`src/rtl/bus_uart.sv`:
```
// bus_uart: memory-mapped 8N1 serial port on the 6502 bus.
// TX holding register + shifter, 2-flop RX synchronizer, RX deserializer,
// 4-deep RX FIFO, sticky OVR/FERR flags and a registered active-low IRQ.
module bus_uart #(
  parameter int unsigned DIV = 434
) (
  input  logic       CLOCK_50,
  input  logic       res_n,
  input  logic       cpu_phi,
  input  logic       cs,
  input  logic [1:0] adr,
  input  logic       rw,
  input  logic [7:0] dbi,
  output logic [7:0] dbo,
  output logic       irq_n,
  output logic       txd,
  input  logic       rxd
);

  localparam logic [15:0] DIV_M1  = 16'(DIV - 1);
  localparam logic [15:0] HALF_M1 = 16'(DIV / 2 - 1);

  typedef enum logic [1:0] {TX_IDLE, TX_START, TX_DATA, TX_STOP} tx_state_t;
  typedef enum logic [2:0] {RX_IDLE, RX_START, RX_DATA, RX_STOP, RX_BREAK} rx_state_t;

  // Bus side
  logic       r_phi_d;
  logic       w_strobe, w_wr, w_rd, w_pop, w_stat_rd;
  logic [1:0] r_ctrl;
  logic       r_irq_n;
  logic       r_ovr, r_ferr;

  // TX side
  tx_state_t  r_tx_state, w_tx_next;
  logic [15:0] r_tx_cnt;
  logic [2:0] r_tx_idx;
  logic [7:0] r_tx_shift;
  logic [7:0] r_hold;
  logic       r_hold_full;
  logic       r_txd, w_txd_next;
  logic       w_tx_done, w_tx_load;

  // RX side
  rx_state_t  r_rx_state, w_rx_next;
  logic       r_rx_s1, r_rx_s2, w_rxs;
  logic [15:0] r_rx_cnt;
  logic [2:0] r_rx_idx;
  logic [7:0] r_rx_shift;
  logic       w_rx_tick, w_push, w_ferr_set;

  // FIFO
  logic [7:0] r_fifo [4];
  logic [1:0] r_wp, r_rp;
  logic [2:0] r_cnt;
  logic       w_full, w_empty, w_push_ok, w_ovr_set;

  assign w_strobe  = r_phi_d & ~cpu_phi;
  assign w_wr      = w_strobe & cs & ~rw;
  assign w_rd      = w_strobe & cs & rw;
  assign w_empty   = (r_cnt == 3'd0);
  assign w_full    = (r_cnt == 3'd4);
  assign w_pop     = w_rd & (adr == 2'd0) & ~w_empty;
  assign w_stat_rd = w_rd & (adr == 2'd1);
  assign w_push_ok = w_push & (~w_full | w_pop);
  assign w_ovr_set = w_push & w_full & ~w_pop;
  assign w_rxs     = r_rx_s2;
  assign w_tx_done = (r_tx_cnt == DIV_M1);
  assign txd       = r_txd;
  assign irq_n     = r_irq_n;

  // Bus registers: phase delay, control, sticky flags, interrupt
  always_ff @(posedge CLOCK_50) begin
    if (!res_n) begin
      r_phi_d <= 1'b0;
      r_ctrl  <= '0;
      r_ovr   <= 1'b0;
      r_ferr  <= 1'b0;
      r_irq_n <= 1'b1;
    end else begin
      r_phi_d <= cpu_phi;
      if (w_wr && adr == 2'd2) r_ctrl <= dbi[1:0];
      // a flag event on the same strobe as a STATUS read survives the clear
      if (w_ovr_set)      r_ovr <= 1'b1;
      else if (w_stat_rd) r_ovr <= 1'b0;
      if (w_ferr_set)     r_ferr <= 1'b1;
      else if (w_stat_rd) r_ferr <= 1'b0;
      r_irq_n <= ~((r_ctrl[0] & ~w_empty) | (r_ctrl[1] & ~r_hold_full));
    end
  end

  // Read-data mux, valid only while selected
  always_comb begin
    dbo = '0;
    if (cs) begin
      case (adr)
        2'd0:    dbo = w_empty ? 8'h00 : r_fifo[r_rp];
        2'd1:    dbo = {~r_irq_n, 2'b00, r_ferr, r_ovr, (r_tx_state != TX_IDLE),
                        ~r_hold_full, ~w_empty};
        2'd2:    dbo = {6'b0, r_ctrl};
        default: dbo = '0;
      endcase
    end
  end

  // TX next state and next serial level
  always_comb begin
    w_tx_next  = r_tx_state;
    w_tx_load  = 1'b0;
    w_txd_next = r_txd;
    case (r_tx_state)
      TX_IDLE: begin
        w_txd_next = 1'b1;
        if (r_hold_full) begin
          w_tx_load  = 1'b1;
          w_tx_next  = TX_START;
          w_txd_next = 1'b0;
        end
      end
      TX_START: if (w_tx_done) begin
        w_tx_next  = TX_DATA;
        w_txd_next = r_tx_shift[0];
      end
      TX_DATA: if (w_tx_done) begin
        if (r_tx_idx == 3'd7) begin
          w_tx_next  = TX_STOP;
          w_txd_next = 1'b1;
        end else begin
          w_txd_next = r_tx_shift[1];
        end
      end
      TX_STOP: if (w_tx_done) begin
        // chain straight into the next start bit so frames are gap-free
        if (r_hold_full) begin
          w_tx_load  = 1'b1;
          w_tx_next  = TX_START;
          w_txd_next = 1'b0;
        end else begin
          w_tx_next  = TX_IDLE;
          w_txd_next = 1'b1;
        end
      end
      default: w_tx_next = TX_IDLE;
    endcase
  end

  // TX state, bit timer, shifter and holding register
  always_ff @(posedge CLOCK_50) begin
    if (!res_n) begin
      r_tx_state  <= TX_IDLE;
      r_tx_cnt    <= '0;
      r_tx_idx    <= '0;
      r_tx_shift  <= '0;
      r_hold      <= '0;
      r_hold_full <= 1'b0;
      r_txd       <= 1'b1;
    end else begin
      r_tx_state <= w_tx_next;
      r_txd      <= w_txd_next;
      if (r_tx_state == TX_IDLE || w_tx_done) r_tx_cnt <= '0;
      else                                    r_tx_cnt <= r_tx_cnt + 16'd1;
      if (r_tx_state == TX_DATA && w_tx_done) r_tx_idx <= r_tx_idx + 3'd1;
      if (w_tx_load) begin
        r_tx_shift  <= r_hold;
        r_hold_full <= 1'b0;
      end else if (r_tx_state == TX_DATA && w_tx_done) begin
        r_tx_shift <= {1'b0, r_tx_shift[7:1]};
      end
      if (w_wr && adr == 2'd0 && !r_hold_full) begin
        r_hold      <= dbi;
        r_hold_full <= 1'b1;
      end
    end
  end

  // RX next state and sample events
  always_comb begin
    w_rx_next  = r_rx_state;
    w_rx_tick  = 1'b0;
    w_push     = 1'b0;
    w_ferr_set = 1'b0;
    case (r_rx_state)
      RX_IDLE:  if (!w_rxs) w_rx_next = RX_START;
      RX_START: if (r_rx_cnt == HALF_M1) begin
        w_rx_tick = 1'b1;
        w_rx_next = w_rxs ? RX_IDLE : RX_DATA;
      end
      RX_DATA: if (r_rx_cnt == DIV_M1) begin
        w_rx_tick = 1'b1;
        if (r_rx_idx == 3'd7) w_rx_next = RX_STOP;
      end
      RX_STOP: if (r_rx_cnt == DIV_M1) begin
        w_rx_tick = 1'b1;
        if (w_rxs) begin
          w_push    = 1'b1;
          w_rx_next = RX_IDLE;
        end else begin
          w_ferr_set = 1'b1;
          w_rx_next  = RX_BREAK;
        end
      end
      RX_BREAK: if (w_rxs) w_rx_next = RX_IDLE;
      default:  w_rx_next = RX_IDLE;
    endcase
  end

  // RX synchronizer, state, bit timer and deserializer
  always_ff @(posedge CLOCK_50) begin
    if (!res_n) begin
      r_rx_s1    <= 1'b1;
      r_rx_s2    <= 1'b1;
      r_rx_state <= RX_IDLE;
      r_rx_cnt   <= '0;
      r_rx_idx   <= '0;
      r_rx_shift <= '0;
    end else begin
      r_rx_s1    <= rxd;
      r_rx_s2    <= r_rx_s1;
      r_rx_state <= w_rx_next;
      if (r_rx_state == RX_IDLE || r_rx_state == RX_BREAK || w_rx_tick) r_rx_cnt <= '0;
      else                                                              r_rx_cnt <= r_rx_cnt + 16'd1;
      if (r_rx_state == RX_DATA && w_rx_tick) begin
        r_rx_shift <= {w_rxs, r_rx_shift[7:1]};
        r_rx_idx   <= r_rx_idx + 3'd1;
      end
    end
  end

  // RX FIFO storage, pointers and occupancy
  always_ff @(posedge CLOCK_50) begin
    if (!res_n) begin
      for (int unsigned i = 0; i < 4; i++) r_fifo[i] <= '0;
      r_wp  <= '0;
      r_rp  <= '0;
      r_cnt <= '0;
    end else begin
      if (w_push_ok) begin
        r_fifo[r_wp] <= r_rx_shift;
        r_wp         <= r_wp + 2'd1;
      end
      if (w_pop) r_rp <= r_rp + 2'd1;
      case ({w_push_ok, w_pop})
        2'b10:   r_cnt <= r_cnt + 3'd1;
        2'b01:   r_cnt <= r_cnt - 3'd1;
        default: r_cnt <= r_cnt;
      endcase
    end
  end

endmodule

```
`config.mk`:
```
export PLATFORM = sky130hd
export DESIGN_NAME = bus_uart
export DESIGN_NICKNAME = d
export VERILOG_FILES = /design/src/rtl/bus_uart.sv
export SDC_FILE = /design/constraint.sdc
export NUM_CORES = 1
export LEC_CHECK = 0
export CORE_ASPECT_RATIO = 0.9
export CORE_MARGIN = 2
export CORE_UTILIZATION = 60
export DETAILED_ROUTE_END_ITERATION = 8
export GPL_TIMING_DRIVEN = 0
export PLACE_DENSITY_LB_ADDON = 0.25
export REMOVE_ABC_BUFFERS = 1
export SKIP_CTS_REPAIR_TIMING = 1
export SLEW_MARGIN = 20
export SYNTH_ARGS = -nofsm -noshare
export SYNTH_HDL_FRONTEND = slang
export SYNTH_SLANG_ARGS = --single-unit
```
`constraint.sdc`:
```
create_clock -name CLOCK_50 -period 6.66 [get_ports CLOCK_50]
set_clock_uncertainty 0.05 [all_clocks]
set_input_delay 1.665 -clock CLOCK_50 [delete_from_list [all_inputs] [get_ports CLOCK_50]]
set_output_delay 1.665 -clock CLOCK_50 [all_outputs]
set_load 0.01 [all_outputs]
```
# After elaboration in Yosys (flattened, before gate mapping)

Memories as Yosys holds them, arrays and structs flattened. A register that Yosys moved wholly into a read port is not among the register bits.
Cells that the tools add are included.

Add/subtract/negate cells: 8
Eq/ne operators: 28
Multiplexer cells: 54
Bitwise operators: 23
Reduce and logical (&&, ||, !) cells: 26

Operator list:

| kind                    | number |
|---|---|
| $mux W8                 | 5 |
| $add A16 B1 Y16 const B | 2 |
| $eq A16 B9 Y1 const B   | 2 |
| $mux W1                 | 26 |
| $pmux W8 S3             | 1 |
| $ne A2 B2 Y1 const B    | 11 |
| $mux W3                 | 7 |
| $mux W2                 | 9 |
| $eq A16 B8 Y1 const B   | 1 |
| $pmux W3 S5             | 1 |
| $and A1 B1 Y1           | 12 |
| $eq A3 B3 Y1 const B    | 4 |
| $reduce_bool A2 Y1      | 6 |
| $add A3 B1 Y3 const B   | 3 |
| $not A1 Y1              | 9 |
| $eq A2 B2 Y1 const B    | 4 |
| $pmux W2 S4             | 1 |
| $reduce_or A8 Y1        | 1 |
| $eq A2 B1 Y1 const B    | 3 |
| $eq A3 B2 Y1 const B    | 2 |
| $logic_not A3 Y1        | 2 |
| $pmux W3 S2             | 1 |
| $reduce_and A6 Y1       | 1 |
| $reduce_or A2 Y1        | 3 |
| 12 further kinds        | 22 |

Register bits after elaboration: 84
Bits in writable memories: 32
Output and inout port bits: 10
Logic and storage cells: 161
Memories: 1

Memory list:

| memory | words | bits a word | read ports | clocked after memory_dff | wr ports | line | text |
|---|---|---|---|---|---|---|---|
| r_fifo | 4     | 8           | 1          | 1                        | 4        | 52   | `logic [7:0] r_fifo [4];` |

# Longest topological paths before layout

Gate-level depths: netlist of the first run.

Depth in word-level cells: 13
Gate-level depth with buffers: 10
Depth with buffers taken out: 10

# Least setup slack after synthesis of the first run

Ideal clock, no wire load.

Path type: input -> output
From: in adr[0]
To: out dbo[1]
Arrival time: 2.495 ns
Slack: 2.450 ns
Cell stages on the path: 5
Cell sequence: clkbuf_1 -> nor2_1 -> a2bb2oi_1 -> o21ai_0 -> and2_1

Longest elaborated chain between the ends: 3

Ends and longest elaborated chain:

| element                                    | line | text |
|---|---|---|
| start: declaration                         | 11   | `input logic [1:0] adr,` |
| $eq A2 B2 Y1, or another cell as far along | 95   | `case (adr)` |
| $pmux W8 S3 (*)                            | 95   |  |
| $mux W8 (*)                                | 94   | `if (cs) begin` |
| end: declaration                           | 14   | `output logic [7:0] dbo,` |

Every way passes the cells marked *; elsewhere a longest branch is shown, timed or not.

# Final worst setup path of the first run

Same ends and word-level chain as after synthesis.

==> results of run 1 <==
[per-layer routing]
layer	GRT usage	wire [um]
met2	0.406	5490
met3	0.0697	489
met5	0	0
met1	0.298	4950
met4	0.0878	84
[worst max-delay path by stage]
stage	end	slack, ps	cells past startpoint
after floorplan	dbo[1]	2650	4
after global placement	dbo[4]	1290	5
after detailed placement	dbo[1]	1250	6
after CTS	dbo[1]	1250	6
after global routing	dbo[1]	1120	6
final	dbo[1]	1250	6
[final cells by class]
class,instances,area [sq um],share of cell area
Clock buffer,27,536,0.0853
Clock inverter,5,56.3,0.00897
Inverter,19,71.3,0.0114
Multi-Input combinational cell,380,2530,0.403
Sequential cell,118,2680,0.427
Tap cell,119,149,0.0237
Timing Repair Buffer,25,250,0.0399
[registers in the layout, summed over array words and instances, names as in the netlist, 8 cells and up, named ones only]
register,count
r_fifo,32
r_hold,8
r_rx_cnt,16
r_rx_shift,8
r_tx_cnt,16
r_tx_shift,8
[worst max-delay path, cell delays in order]
cell	delay (ps)
clkdlybuf4s50_1	590
nor2_1	490
a2bb2oi_1	120
o21ai_0	160
and2_1	140
clkdlybuf4s50_1	520
[cell usage after synthesis, types with 3 or more instances]
| cell | instances | area [sq um] |
|---|---|---|
| nand2b_1 | 5 | 31.3 |
| a2bb2oi_1 | 3 | 26.3 |
| and2_1 | 36 | 225 |
| edfxtp_1 | 32 | 961 |
| nor4b_1 | 3 | 26.3 |
| nand2_1 | 44 | 165 |
| a22oi_1 | 5 | 37.5 |
| a21oi_1 | 29 | 145 |
| nand4_1 | 8 | 50.1 |
| xnor2_1 | 14 | 123 |
| o21ai_0 | 16 | 80.1 |
| nor3_1 | 7 | 35.0 |
| and3_1 | 11 | 68.8 |
| nor2b_1 | 6 | 37.5 |
| mux2i_1 | 20 | 200 |
| clkbuf_1 | 18 | 67.6 |
| mux4_2 | 8 | 180 |
| nor4_1 | 4 | 25.0 |
| inv_1 | 19 | 71.3 |
| dfxtp_1 | 86 | 1720 |
| xor2_1 | 16 | 140 |
| and4_1 | 4 | 35.0 |
| or4_1 | 3 | 22.5 |
| ha_1 | 13 | 163 |
| nor2_1 | 66 | 248 |
| nand3_1 | 17 | 85.1 |
| nor3_2 | 4 | 40.0 |
| or3_1 | 6 | 37.5 |
[power groups by stage]
stage / Sequential, uW / Clock, uW / Combinational, uW
2_1_floorplan: 766 / 0 / 20.0
3_3_place_gp: 767 / 0 / 38.9
3_5_place_dp: 768 / 0 / 39.8
4_1_cts: 753 / 900 / 40.0
5_1_grt: 754 / 931 / 43.5
6_report: 753 / 890 / 40.2
[logic make-up after synthesis]
| logic type | after synthesis |
|---|---|
| flip-flops | 118 |
| buffers and inverters | 39 |
| multiplexers | 28 |
| adder cells (fa/ha/maj) | 14 |
| AND/OR/NAND/NOR | 236 |
| XOR/XNOR | 30 |
| AO/OA/AOI/OAI | 72 |
[metrics by stage]
| stage | setup slack, ps | hold slack, ps |
|---|---|---|
| after floorplan | 2650 | 336 |
| after global placement | 1290 | 343 |
| after detailed placement | 1250 | 350 |
| after CTS | 1250 | 363 |
| after global routing | 1120 | 376 |
| final | 1250 | 360 |
==> out/metrics.yaml, run 1 <==
clkPwrFrac: 0.529
finalHoldViolations: 0
die_w_um: 104
dp.cells: 661
ys_warn_count: 0
syn_area_per_cell_sq_um: 9.98
drt_iter0_markers: 250
powerDensity_nw_per_um2: 268
peakVddDrop_mv: 0.194
clkTransAtPathRegs_ps: 50
reg2regPathDepth: 5
dieHeight_um: 93.6
min_from: "r_rx_s1"
cp.arrival_ps: 3700
pwr-share-comb: 0.024
layout_worst_path_cycle_share: 0.812
worstPathMaxFanout: 10
r2r_slack_ps: 3530
maxCapViolCount: 0
fp-row-count: 32
yosys.area_share.adder: 0.0341
num_io_pins: 26
fillerInstances: 627
vias: 3968
clk_root_buffer_cell: "clkbuf_8"
start_kind: "input port"
synthFlopType: "dfxtp_1"
synth_seq_cells: 118
finalSetupTns_ps: 0
rsz0062_at_grt: "false"
cts_made_buffers: 17
maxSlewViolCount: 0
worst_pin_slew_ps: 860
fin_area_sq_um: 6280
grt_pass1_vias: 3891
syn-cell-area_sq_um: 5360
finalWeightedCongestion: 0.825
holdPathEnd: "r_rx_s2"
netlist_instances: 537
hp-class: "register to register"
track_usage: 0.241
initial_core_util: 0.622
grt_overflow: 0
fmax_ghz: 0.185
cellLeakagePower_uw: 0.00229
final_cell_mix: "dfxtp_1 (86), nor2_1 (66), nand2_1 (44)"
cts_tree: "built"
status: "finished, final reports clean"
drive_above_1_share: 0.0871
crit_type: "input port to output pin"
rr_startpoint: "r_rx_cnt[11]"
synthMuxAreaShare: 0.0710
fin_cells: 693
final_common_cell: "dfxtp_1"
sequentialPowerShare: 0.448
first_pass_iters: 4
htree_levels: 4
wl_um: 11000
slew_headroom: 0.423
worstPathRequired_ps: 4950
clk_latency_ps: 520
hold_depth: 1
antenna_found_initial: 0
post-dp-hpwl_um: 7290
yosys.area_share.xor_xnor: 0.0490
numPortBuffers: 25
fin_nets: 591
synth_top_family_by_area: "simple AND/OR/NAND/NOR gates"
grt_max_degree: 42
dieArea_sq_um: 9700
internal-power_uw: 1350
drc: 0
synth_seq_area_share: 0.501
yosys.area_share.simple: 0.234
synth-edff-count: 32
antenna_cells: 0
wl_per_cell_um: 15.9
drt.antenna.violating_nets: 0
cts_buffer_depth: 2
grt_pass1_wl_um: 18200
startpoint: "adr[0]"
r2r_end: "r_fifo[2][3]"
synth_cell_types: 53
areaGrowthSynthToFinish_pct: 17.2
power.switching_uw: 336
setup_violations: 0
core_area_sq_um: 8610
synth_compound_area_frac: 0.0838
async_reset_ff_frac: 0
cts_num_sinks: 118
finalCriticalPeriod_ps: 5410
cp-end-kind: "output pin"
final_util: 0.729
power.total_uw: 1680
swShare: 0.199
avgViaCountPerCell: 5.73
dpl-instance-area_sq_um: 5680
Power figures use the tool's default switching activity.
==> run 2, diff against run 1 <==
==> constraint.sdc (replaced) <==
create_clock -name CLOCK_50 -period 5.3 [get_ports CLOCK_50]
set_clock_uncertainty 0.05 [all_clocks]
set_input_delay 1.325 -clock CLOCK_50 [delete_from_list [all_inputs] [get_ports CLOCK_50]]
set_output_delay 1.325 -clock CLOCK_50 [all_outputs]
set_load 0.01 [all_outputs]
==> results of run 2 <==
The final DEF is identical to that of run 1. Status: finished, final reports clean.
Among the figures that moved: setup slack after placement 1250 ps -> 567 ps; setup slack after layout 1250 ps -> 569 ps; register-to-register setup slack 3530 ps -> 2170 ps; total power 1680 uW -> 2110 uW; worst IR drop on VDD 0.194 mV -> 0.244 mV
==> run 3, diff against run 2 <==
--- a/config.mk
+++ b/config.mk
@@ -13,6 +13,7 @@
 export PLACE_DENSITY_LB_ADDON = 0.25
 export REMOVE_ABC_BUFFERS = 1
 export SKIP_CTS_REPAIR_TIMING = 1
+export SKIP_LAST_GASP = 1
 export SLEW_MARGIN = 20
 export SYNTH_ARGS = -nofsm -noshare
 export SYNTH_HDL_FRONTEND = slang
==> results of run 3 <==
The final DEF is identical to that of run 1. Status: finished, final reports clean.
Among the figures that moved: setup slack after placement 1250 ps -> 567 ps; setup slack after layout 1250 ps -> 569 ps; register-to-register setup slack 3530 ps -> 2170 ps; total power 1680 uW -> 2110 uW; worst IR drop on VDD 0.194 mV -> 0.244 mV
